### src/rtl/axis_stim_gen.sv
// rtl/axis_stim_gen.sv - AXI4-Stream framed stimulus source (constant, lagged ramp, LFSR)
// Beats are fully registered; throttle gaps and config changes apply at beat/frame boundaries.
module axis_stim_gen #(
  parameter int          DATA_WIDTH = 128,
  parameter int          CHANNELS   = 4,
  parameter int          FRAME_LEN  = 1024,
  parameter logic [31:0] LFSR_SEED  = 32'hACE1_2468
) (
  input  logic                  clk,
  input  logic                  rst,
  input  logic                  enable,
  input  logic [1:0]            mode,
  input  logic [15:0]           lag,
  input  logic [3:0]            throttle,
  output logic [DATA_WIDTH-1:0] M_AXIS_DATA_tdata,
  output logic                  M_AXIS_DATA_tvalid,
  input  logic                  M_AXIS_DATA_tready,
  output logic                  M_AXIS_DATA_tlast,
  output logic [15:0]           frames_sent,
  output logic                  busy
);

  localparam int LW = DATA_WIDTH / CHANNELS;
  localparam int BW = (FRAME_LEN > 1) ? $clog2(FRAME_LEN) : 1;
  localparam int AW = (LW > 48) ? LW : 48;
  localparam logic [31:0]   LFSR_TAPS = 32'h8020_0003;
  localparam logic [BW-1:0] LAST_BEAT = BW'(FRAME_LEN - 1);

  typedef enum logic [1:0] {S_IDLE, S_RUN, S_DRAIN} state_t;

  state_t                  state, state_nx;
  logic                    tvalid_q, tvalid_nx;
  logic                    tlast_q, tlast_nx;
  logic [DATA_WIDTH-1:0]   tdata_q, tdata_nx;
  logic [15:0]             frame_count, frames_nx;
  logic                    busy_q;
  logic [31:0]             sample_idx, sample_idx_nx;
  logic [BW-1:0]           beat_cnt, beat_nx;
  logic [31:0]             lfsr, lfsr_nx;
  logic [3:0]              thr_cnt, thr_nx;
  logic [1:0]              cfg_mode, mode_nx;
  logic [15:0]             cfg_lag, lag_nx;
  logic [3:0]              cfg_thr, thr_cfg_nx;
  logic                    hs, last_hs;

  function automatic logic [31:0] lfsr_step(input logic [31:0] lf);
    return (lf >> 1) ^ (lf[0] ? LFSR_TAPS : 32'h0);
  endfunction

  // Lane k of mode 1 is lane 0 delayed by k*lag samples, modulo 2^LW.
  function automatic logic [DATA_WIDTH-1:0] make_data(input logic [1:0] m, input logic [15:0] lg,
                                                      input logic [31:0] idx, input logic [31:0] lf);
    logic [DATA_WIDTH-1:0] w;
    logic [LW-1:0]         lane;
    w = '0;
    for (int k = 0; k < CHANNELS; k++) begin
      case (m)
        2'd1:    lane = LW'(AW'(idx) - AW'(k) * AW'(lg));
        2'd2:    lane = LW'(lf) ^ LW'(k);
        default: lane = '1;
      endcase
      w[k*LW +: LW] = lane;
    end
    return w;
  endfunction

  assign hs      = tvalid_q & M_AXIS_DATA_tready;
  assign last_hs = hs & tlast_q;

  always_ff @(posedge clk or posedge rst) begin
    if (rst) begin
      state       <= S_IDLE;
      tvalid_q    <= 1'b0;
      tlast_q     <= 1'b0;
      tdata_q     <= '0;
      frame_count <= 16'd0;
      busy_q      <= 1'b0;
      sample_idx  <= 32'd0;
      beat_cnt    <= '0;
      lfsr        <= LFSR_SEED;
      thr_cnt     <= 4'd0;
      cfg_mode    <= 2'd0;
      cfg_lag     <= 16'd0;
      cfg_thr     <= 4'd0;
    end else begin
      state       <= state_nx;
      tvalid_q    <= tvalid_nx;
      tlast_q     <= tlast_nx;
      tdata_q     <= tdata_nx;
      frame_count <= frames_nx;
      busy_q      <= (state_nx != S_IDLE);
      sample_idx  <= sample_idx_nx;
      beat_cnt    <= beat_nx;
      lfsr        <= lfsr_nx;
      thr_cnt     <= thr_nx;
      cfg_mode    <= mode_nx;
      cfg_lag     <= lag_nx;
      cfg_thr     <= thr_cfg_nx;
    end
  end

  always_comb begin
    state_nx      = state;
    tvalid_nx     = tvalid_q;
    tlast_nx      = tlast_q;
    tdata_nx      = tdata_q;
    frames_nx     = frame_count;
    sample_idx_nx = sample_idx;
    beat_nx       = beat_cnt;
    lfsr_nx       = lfsr;
    thr_nx        = thr_cnt;
    mode_nx       = cfg_mode;
    lag_nx        = cfg_lag;
    thr_cfg_nx    = cfg_thr;

    case (state)
      S_IDLE: begin
        if (enable) begin
          state_nx      = S_RUN;
          mode_nx       = mode;
          lag_nx        = lag;
          thr_cfg_nx    = throttle;
          sample_idx_nx = 32'd0;
          lfsr_nx       = LFSR_SEED;
          beat_nx       = '0;
          thr_nx        = 4'd0;
          tvalid_nx     = 1'b1;
          tlast_nx      = 1'b0;
          tdata_nx      = make_data(mode, lag, 32'd0, LFSR_SEED);
        end
      end
      default: begin
        if (hs) begin
          sample_idx_nx = sample_idx + 32'd1;
          lfsr_nx       = lfsr_step(lfsr);
          beat_nx       = last_hs ? '0 : beat_cnt + BW'(1);
          if (last_hs) begin
            frames_nx  = frame_count + 16'd1;
            mode_nx    = mode;
            lag_nx     = lag;
            thr_cfg_nx = throttle;
          end
          if (last_hs && (state == S_DRAIN || !enable)) begin
            state_nx  = S_IDLE;
            tvalid_nx = 1'b0;
            tlast_nx  = 1'b0;
            thr_nx    = 4'd0;
          end else begin
            if (state == S_RUN && !enable) state_nx = S_DRAIN;
            // The gap after a beat belongs to that beat's frame, so it uses the old throttle.
            if (cfg_thr != 4'd0) begin
              tvalid_nx = 1'b0;
              tlast_nx  = 1'b0;
              thr_nx    = cfg_thr;
            end else begin
              tvalid_nx = 1'b1;
              tdata_nx  = make_data(mode_nx, lag_nx, sample_idx_nx, lfsr_nx);
              tlast_nx  = (beat_nx == LAST_BEAT);
            end
          end
        end else if (!tvalid_q) begin
          if (state == S_RUN && !enable && beat_cnt == '0) begin
            state_nx = S_IDLE;
            thr_nx   = 4'd0;
          end else begin
            if (state == S_RUN && !enable) state_nx = S_DRAIN;
            if (thr_cnt <= 4'd1) begin
              tvalid_nx = 1'b1;
              tdata_nx  = make_data(cfg_mode, cfg_lag, sample_idx, lfsr);
              tlast_nx  = (beat_cnt == LAST_BEAT);
              thr_nx    = 4'd0;
            end else begin
              thr_nx = thr_cnt - 4'd1;
            end
          end
        end else if (state == S_RUN && !enable) begin
          state_nx = S_DRAIN;
        end
      end
    endcase
  end

  assign M_AXIS_DATA_tdata  = tdata_q;
  assign M_AXIS_DATA_tvalid = tvalid_q;
  assign M_AXIS_DATA_tlast  = tlast_q;
  assign frames_sent        = frame_count;
  assign busy               = busy_q;

endmodule

### config.mk
export PLATFORM = sky130hd
export DESIGN_NAME = axis_stim_gen
export DESIGN_NICKNAME = d
export VERILOG_FILES = /design/src/rtl/axis_stim_gen.sv
export SDC_FILE = /design/constraint.sdc
export NUM_CORES = 1
export LEC_CHECK = 0
export ABC_CLOCK_PERIOD_IN_PS = 8900
export CORE_MARGIN = 3
export CORE_UTILIZATION = 55
export DETAILED_ROUTE_END_ITERATION = 8
export GPL_ROUTABILITY_DRIVEN = 0
export PLACE_DENSITY_LB_ADDON = 0.15
export SYNTH_ARGS = -nofsm -noshare
export SYNTH_HDL_FRONTEND = slang
export SYNTH_SLANG_ARGS = --single-unit
### constraint.sdc
create_clock -name clk -period 8.9 [get_ports clk]
set_clock_uncertainty 0.05 [all_clocks]
set_input_delay 2.67 -clock clk [delete_from_list [all_inputs] [get_ports clk]]
set_output_delay 2.67 -clock clk [all_outputs]
set_load 0.1 [all_outputs]
==> metrics.md, run 1 <==
| Metric | Value |
|---|---|
| WP buf/inv | `2` |
| Crit Path Class | `primary input to flip-flop` |
| Primary FF master, synth | `dfrtp_1` |
| RR Startpoint | `sample_idx[1]` |
| Core Box Area | `0.0390 sq mm` |
| Post-CTS Setup Bufs | `0` |
| Final hold violation count | `0` |
| Mean Syn Cell Area | `7.94 sq um` |
| Fin crit share | `86.4%` |
| Initial Util | `56.1%` |
| Hold path endpoint | `frames_sent[15]` |
| H-tree levels | `1` |
| Vias in the first global route | `21,800` |
| Flop and latch count out of synthesis | `248` |
| Placed Cells incl. Taps | `3,329` |
| Clock period minus worst slack | `7.69 ns` |
| Largest net degree at the start of global routing | `176` |
| Fin util | `64.5%` |
| Placed Area | `0.0240 sq mm` |
| I/O pins | `173` |
| CTS Buf Count | `30` |
| Area delta synth->final | `14.9%` |
| Wirelength per Cell | `24.0 microns` |
| Hold-fix buffers, CTS | `0` |
| Clock Tree Buf Depth | `3` |
| Max cap viols | `0` |
| Max frequency | `130 MHz` |
| Tightest Pin Transition | `1.12 ns` |
| EDFF count, synth | `0` |
| RSZ-0062 raised after global routing | `false` |
| Clock transition at path regs | `0.06 ns` |
| Hold Crit Class | `flip-flop to flip-flop` |
| CP delay by family, top | `compound AO/OA/AOI/OAI gates` |
| Detailed placement HPWL | `59.5 mm` |
| Drt total wl | `81.2 mm` |
| Die area | `0.0422 sq mm` |
| Status | `complete, no violations` |
| Setup violators final | `0` |
| Via count | `22,800` |
| Slowest CP cell | `mux2i_1` |
| Synth cell types | `95` |
| Top-area cell type share of the netlist area | `26.9%` |
| Arr. time, crit path | `8.11 ns` |
| Total Neg Setup Slack | `0 ns` |
| Via-to-Cell Ratio | `6.72` |
| Seq/Total Area, Yosys | `28.4%` |
| Worst hold stages | `1` |
| TritonCTS sink count | `248` |
| CTS tree | `done` |
| Die Ht | `205 microns` |
| RR Endpoint | `M_AXIS_DATA_tdata[121]` |
| Synthesized cell area | `0.0219 sq mm` |
| Resize count post-CTS | `0` |
| Iter 0 DRT Violations | `3,177` |
| Hold Startpoint | `frames_sent[15]` |
| Layout cells sized above 1 | `6.32%` |
| CP startpoint kind | `primary input` |
| Yosys top cell by area | `dfrtp_1` |
| Crit path max fanout | `23` |
| Clock root buffer master | `clkbuf_16` |
| Grt ovf | `0` |
| Flop2flop setup slack | `3.24 ns` |
| First-pass GRT wire length | `125 mm` |
| Initial antenna violation count | `2` |
| Final #Nets | `3,032` |
| Worst Path Required | `9.32 ns` |
| Die width | `205 microns` |
| Asr flop ratio synth | `100%` |
| Clk_lat worst skew | `0.61 ns` |
| Slew Limit Headroom | `25.4%` |
| Top cells by area, synth | `dfrtp_1, ha_1, a21oi_1` |
| Post-route insts no fill | `3,386` |
| Syn Inst Count | `2,755` |
| Synthesis Warnings | `0` |
| CP endpoint kind | `flip-flop` |
| Count of buffers from port buffering | `172` |
| GRT Util Overall | `37.7%` |
| Fill count | `3,338` |
| Post-Syn Nets | `2,944` |
| DRT Pass-1 Iters | `6` |
| # DRC | `0` |
| Final Max Tran Viols | `0` |
| Finished Cell Area | `0.0251 sq mm` |
| Largest stage delay, worst path | `0.64 ns` |
| Standard-cell rows | `72` |
| Worst Reg-to-Reg Cells | `17` |
| ANT nets after route | `0` |
| Cell chain of the critical path | `clkdlybuf4s50_1 -> and3_2 -> buf_4 -> mux2i_1 -> xnor2_1 -> ha_1 -> a21o_1 -> ha_1 -> or4_1 -> a211oi_1 -> o311ai_0 -> o21a_1 -> a211o_1 -> nor2_1 -> xnor2_1 -> a2111oi_0 -> a21oi_1` |
[synth_stat cells (all sizes together), types with 12 or more instances]
library cell / instances
a211oi: 27
buf: 36
a22o: 28
nor3: 60
o21ai: 184
o21a: 21
dfrtp: 235
o22a: 31
fa: 22
nand4: 36
a21o: 62
a221oi: 27
a21oi: 286
nor2b: 15
xnor2: 165
clkbuf: 118
a31oi: 25
nor4: 19
o211ai: 26
ha: 141
a2111oi: 16
nor2: 292
or2: 12
and3: 32
dfstp: 13
o221ai: 12
a41oi: 17
nand2b: 23
nand2: 325
nand3: 66
inv: 127
xor2: 83
o22ai: 20
[sequential cells by signal, summed over array words and instances (netlist names), 2 cells and up]
signal             flops
cfg_lag               16
sample_idx            32
cfg_thr                4
M_AXIS_DATA_tdata    127
beat_cnt              10
lfsr                  32
frames_sent           16
state                  2
thr_cnt                4
cfg_mode               2
[cell usage in the layout, fill, tap and decap left out, drive strengths merged, types with 17 or more instances in the layout]
cell	n
o22ai	20
buf	38
clkdlybuf4s50	172
and3	32
xor2	83
o211ai	26
a221oi	27
a21oi	286
inv	126
fa	22
clkbuf	35
o22a	31
a211oi	27
nor3	60
dfrtp	235
a21o	62
xnor2	165
nor4	19
a31oi	25
nand2b	23
nand3	66
ha	141
a22o	28
nand2	325
nor2	292
nand4	36
o21a	21
a41oi	17
o21ai	184
[kinds of logic (layout without fill, tap and decap cells)]
logic type	count (synthesis)	count (layout)	share of synthesized area [%]
and+or+nand+nor	930	930	19.8
AOI/OAI and AO/OA	865	865	25.5
buffers and inverters	281	392	5.06
xor gates and xnor gates	248	248	10.2
DFF	248	248	28.4
adders and majority gates	167	167	10.3
muxes	16	16	0.795
other	0	2	0
[metrics by stage]
| stage | hold WS (ns) | setup WS, ns |
|---|---|---|
| after global placement | 0.411 | 0.969 |
| after floorplan | 0.400 | 1.76 |
| final | 0.423 | 1.21 |
| after detailed placement | 0.417 | 0.700 |
| after global routing | 0.455 | 0.864 |
| after CTS | 0.427 | 1.32 |
[area by class of cell]
| cell class | count | area, sq um | share of cell area, % |
|---|---|---|---|
| Multi-Input combinational cell | 2226 | 14600 | 58.1 |
| Sequential cell | 248 | 6220 | 24.7 |
| Timing Repair Buffer | 210 | 2040 | 8.13 |
| Clock buffer | 35 | 800 | 3.18 |
| Tap cell | 518 | 648 | 2.58 |
| Inverter | 127 | 480 | 1.91 |
| Clock inverter | 20 | 335 | 1.33 |
| Antenna cell | 2 | 5.00 | 0.0199 |
[routing by layer]
| layer | track usage, % | share of wire (%) | vias to the layer above |
|---|---|---|---|
| met3 | 7.66 | 12 | 395 |
| met5 | 0 | 0.0099 | - |
| met1 | 49.3 | 37 | 10700 |
| li1 | - | - | 10000 |
| met2 | 57.8 | 44 | 1660 |
| met4 | 22.1 | 7.2 | 2 |
[worst max path at each step]
stage                              to  slack (ns)                from  cells after the start
6_report       M_AXIS_DATA_tdata[121]        1.21  M_AXIS_DATA_tready                     17
2_1_floorplan  M_AXIS_DATA_tdata[121]        1.76  M_AXIS_DATA_tready                     22
5_1_grt        M_AXIS_DATA_tdata[121]        0.86  M_AXIS_DATA_tready                     17
3_5_place_dp   M_AXIS_DATA_tdata[121]        0.70  M_AXIS_DATA_tready                     17
4_1_cts        M_AXIS_DATA_tdata[121]        1.32  M_AXIS_DATA_tready                     17
3_3_place_gp   M_AXIS_DATA_tdata[121]        0.97  M_AXIS_DATA_tready                     17
Power of run 1 is not shown: default switching activity piles up to over one toggle a cycle in this logic, so the estimate is an artifact.
==> run 2, diff against run 1 <==
--- a/config.mk
+++ b/config.mk
@@ -7,7 +7,8 @@
 export LEC_CHECK = 0
 export ABC_CLOCK_PERIOD_IN_PS = 8900
 export CORE_MARGIN = 3
-export CORE_UTILIZATION = 55
+export CORE_UTILIZATION = 56
+export CTS_BUF_LIST = sky130_fd_sc_hd__clkbuf_4
 export DETAILED_ROUTE_END_ITERATION = 8
 export GPL_ROUTABILITY_DRIVEN = 0
 export PLACE_DENSITY_LB_ADDON = 0.15
==> metrics.md, run 2 (synthesis gave the netlist of run 1 again) <==
| Metric | Value |
|---|---|
| Commonest non-fill, non-tap cells in the layout | `nand2_1, nor2_1, a21oi_1` |
| CP endpoint kind | `flip-flop` |
| Total Neg Setup Slack | `0 ns (unchanged)` |
| Standard-cell rows | `71 (-1.4%)` |
| Metal-1 WL | `29.8 mm (-1.6%)` |
| Detailed placement HPWL | `59.6 mm (about the same)` |
| Area delta synth->final | `13.9%` |
| CTS Buf Count | `73 (+140%)` |
| Cell chain of the critical path | `clkdlybuf4s50_1 -> and3_2 -> buf_4 -> mux2i_1 -> xnor2_1 -> ha_1 -> a21o_1 -> ha_1 -> or4_1 -> a211oi_1 -> o311ai_0 -> o21a_1 -> a211o_1 -> nor2_1 -> xnor2_1 -> a2111oi_0 -> a21oi_1` |
| Layout cells sized above 1 | `8.31% (+2.0 points)` |
| Slowest CP cell | `mux2i_1` |
| Die Ht | `204 microns (-0.87%)` |
| Arr. time, crit path | `8.05 ns (-0.06 ns)` |
| ANT nets after route | `0 (unchanged)` |
| Largest stage delay, worst path | `0.65 ns (about the same)` |
| Worst hold stages | `1 (unchanged)` |
| Largest net degree at the start of global routing | `131 (-26%)` |
| CP startpoint kind | `primary input` |
| Core Box Area | `0.0381 sq mm (-2.3%)` |
| Via-to-Cell Ratio | `6.67 (-0.73%)` |
| Iter 0 DRT Violations | `3,054 (-3.9%)` |
| Vias in the first global route | `22,300 (+2.4%)` |
| Crit Path Class | `primary input to flip-flop` |
| CTS tree | `done` |
| Die width | `204 microns (-0.87%)` |
| Status | `complete, no violations` |
| Drt total wl | `81.2 mm (about the same)` |
| Crit path max fanout | `23 (unchanged)` |
| Max frequency | `134 MHz (+3.3%)` |
| TritonCTS sink count | `248 (unchanged)` |
| Clock transition at path regs | `0.07 ns (about the same)` |
| Grt ovf | `0 (unchanged)` |
| Final hold violation count | `0 (unchanged)` |
| Top sig layer | `met5` |
| Initial antenna violation count | `2 (unchanged)` |
| Worst Reg-to-Reg Cells | `14 (-3)` |
| Hold Crit Class | `flip-flop to flip-flop` |
| Worst Path Required | `9.51 ns (+0.19 ns)` |
| WL met3 | `10.5 mm (+9.5%)` |
| Clock period minus worst slack | `7.44 ns (-0.243 ns)` |
| Clk_lat worst skew | `0.83 ns (+0.22 ns)` |
| Initial Util | `57.4% (+1.3 points)` |
| DRT Pass-1 Iters | `7 (+1)` |
| Commonest non-fill, non-tap cell in the layout | `nand2_1` |
| Via count | `23,000 (+1.1%)` |
| Clock Tree Buf Depth | `3 (unchanged)` |
| GRT Util Overall | `38.6% (+0.87 points)` |
| Hold-fix buffers, CTS | `0 (unchanged)` |
| Max cap viols | `0 (unchanged)` |
| Fill count | `3,266 (-2.2%)` |
| Largest register FFs | `127 (unchanged)` |
| Setup violators final | `0 (unchanged)` |
| Final #Nets | `3,074 (+1.4%)` |
| Tightest Pin Transition | `1.09 ns (-0.0343 ns)` |
| RSZ-0062 raised after global routing | `false` |
| Fin crit share | `83.7% (-2.7 points)` |
| First-pass GRT wire length | `125 mm (+0.63%)` |
| Final Max Tran Viols | `0 (unchanged)` |
| Count of buffers from port buffering | `172 (unchanged)` |
| Met2 Wirelength | `34.7 mm (-2.1%)` |
| Wirelength per Cell | `23.5 microns (-1.8%)` |
| H-tree levels | `3 (+2)` |
| Clock root buffer master | `clkbuf_4` |
| Crit. Startpoint | `M_AXIS_DATA_tready` |
| Slew Limit Headroom | `27.6% (+2.3 points)` |
| Resize count post-CTS | `0 (unchanged)` |
| Hold Startpoint | `frames_sent[15]` |
| # DRC | `0 (unchanged)` |
| Die area | `0.0415 sq mm (-1.7%)` |
| RR Startpoint | `sample_idx[2]` |
| Post-CTS Setup Bufs | `0 (unchanged)` |
| I/O pins | `173 (unchanged)` |
-- run 2: cell types whose count changed in the layout (fill, tap and decap cells not counted), moves of 2 or more --
cell       change
buf_12         -2
bufinv_16      -6
clkbuf_1       -2
clkbuf_16     -30
clkbuf_4     +109
clkbuf_8       -3
clkinv_1      +10
clkinv_2       -5
-- run 2: final cells by class --
class | instances | area, sq um | share of cell area, %
flip-flops and latches | 248 | 6220 | 25.0
well taps | 511 | 639 | 2.57
repair buffers | 209 | 2010 | 8.07
multi-input cells | 2226 | 14600 | 58.6
clock inverters | 18 | 139 | 0.557
diodes | 1 | 2.50 | 0.0100
inverters | 127 | 480 | 1.93
clock buffers | 109 | 818 | 3.28
-- run 2: path summary, 6_finish.rpt --
| kind | endpoint | slack (ns) |
|---|---|---|
| worst max-delay path | M_AXIS_DATA_tdata[121] | 1.46 |
| min in group asynchronous | M_AXIS_DATA_tdata[31] | 2.42 |
| worst min-delay path | frames_sent[15] | 0.42 |
| worst min register to register | frames_sent[15] | 0.42 |
| worst max register to register | M_AXIS_DATA_tdata[121] | 3.14 |
| max in group asynchronous | cfg_lag[10] | 5.08 |
-- run 2: worst max-delay path: cells and delay by family --
kind / cells / cell delay (ns)
AO/OA/AOI/OAI: 7 / 1.94
XOR/XNOR: 2 / 0.21
adder cells (fa/ha/maj): 2 / 0.46
buffers and inverters: 2 / 0.93
multiplexers: 1 / 0.65
AND/OR/NAND/NOR: 3 / 1.18
-- run 2: per-stage QoR --
stage	hold slack (ns)	util (%)	setup WS, ns	area [sq um]	cells
4_1_cts	0.423	65.4	1.66	24900	3448
3_5_place_dp	0.412	62.9	0.837	24000	3321
2_1_floorplan	0.400	-	1.76	21900	2755
5_1_grt	0.455	65.4	1.18	24900	3449
3_3_place_gp	0.411	62.9	0.962	24000	3321
6_report	0.421	65.4	1.46	24900	3449
-- run 2: routing by layer --
metal	GRT usage (%)	up-vias
met1	49.2	10700
li1	-	10200
met2	58.0	1708
met4	25.7	2
met3	9.61	434
met5	0	-
Power of run 2 is left out for the same reason.
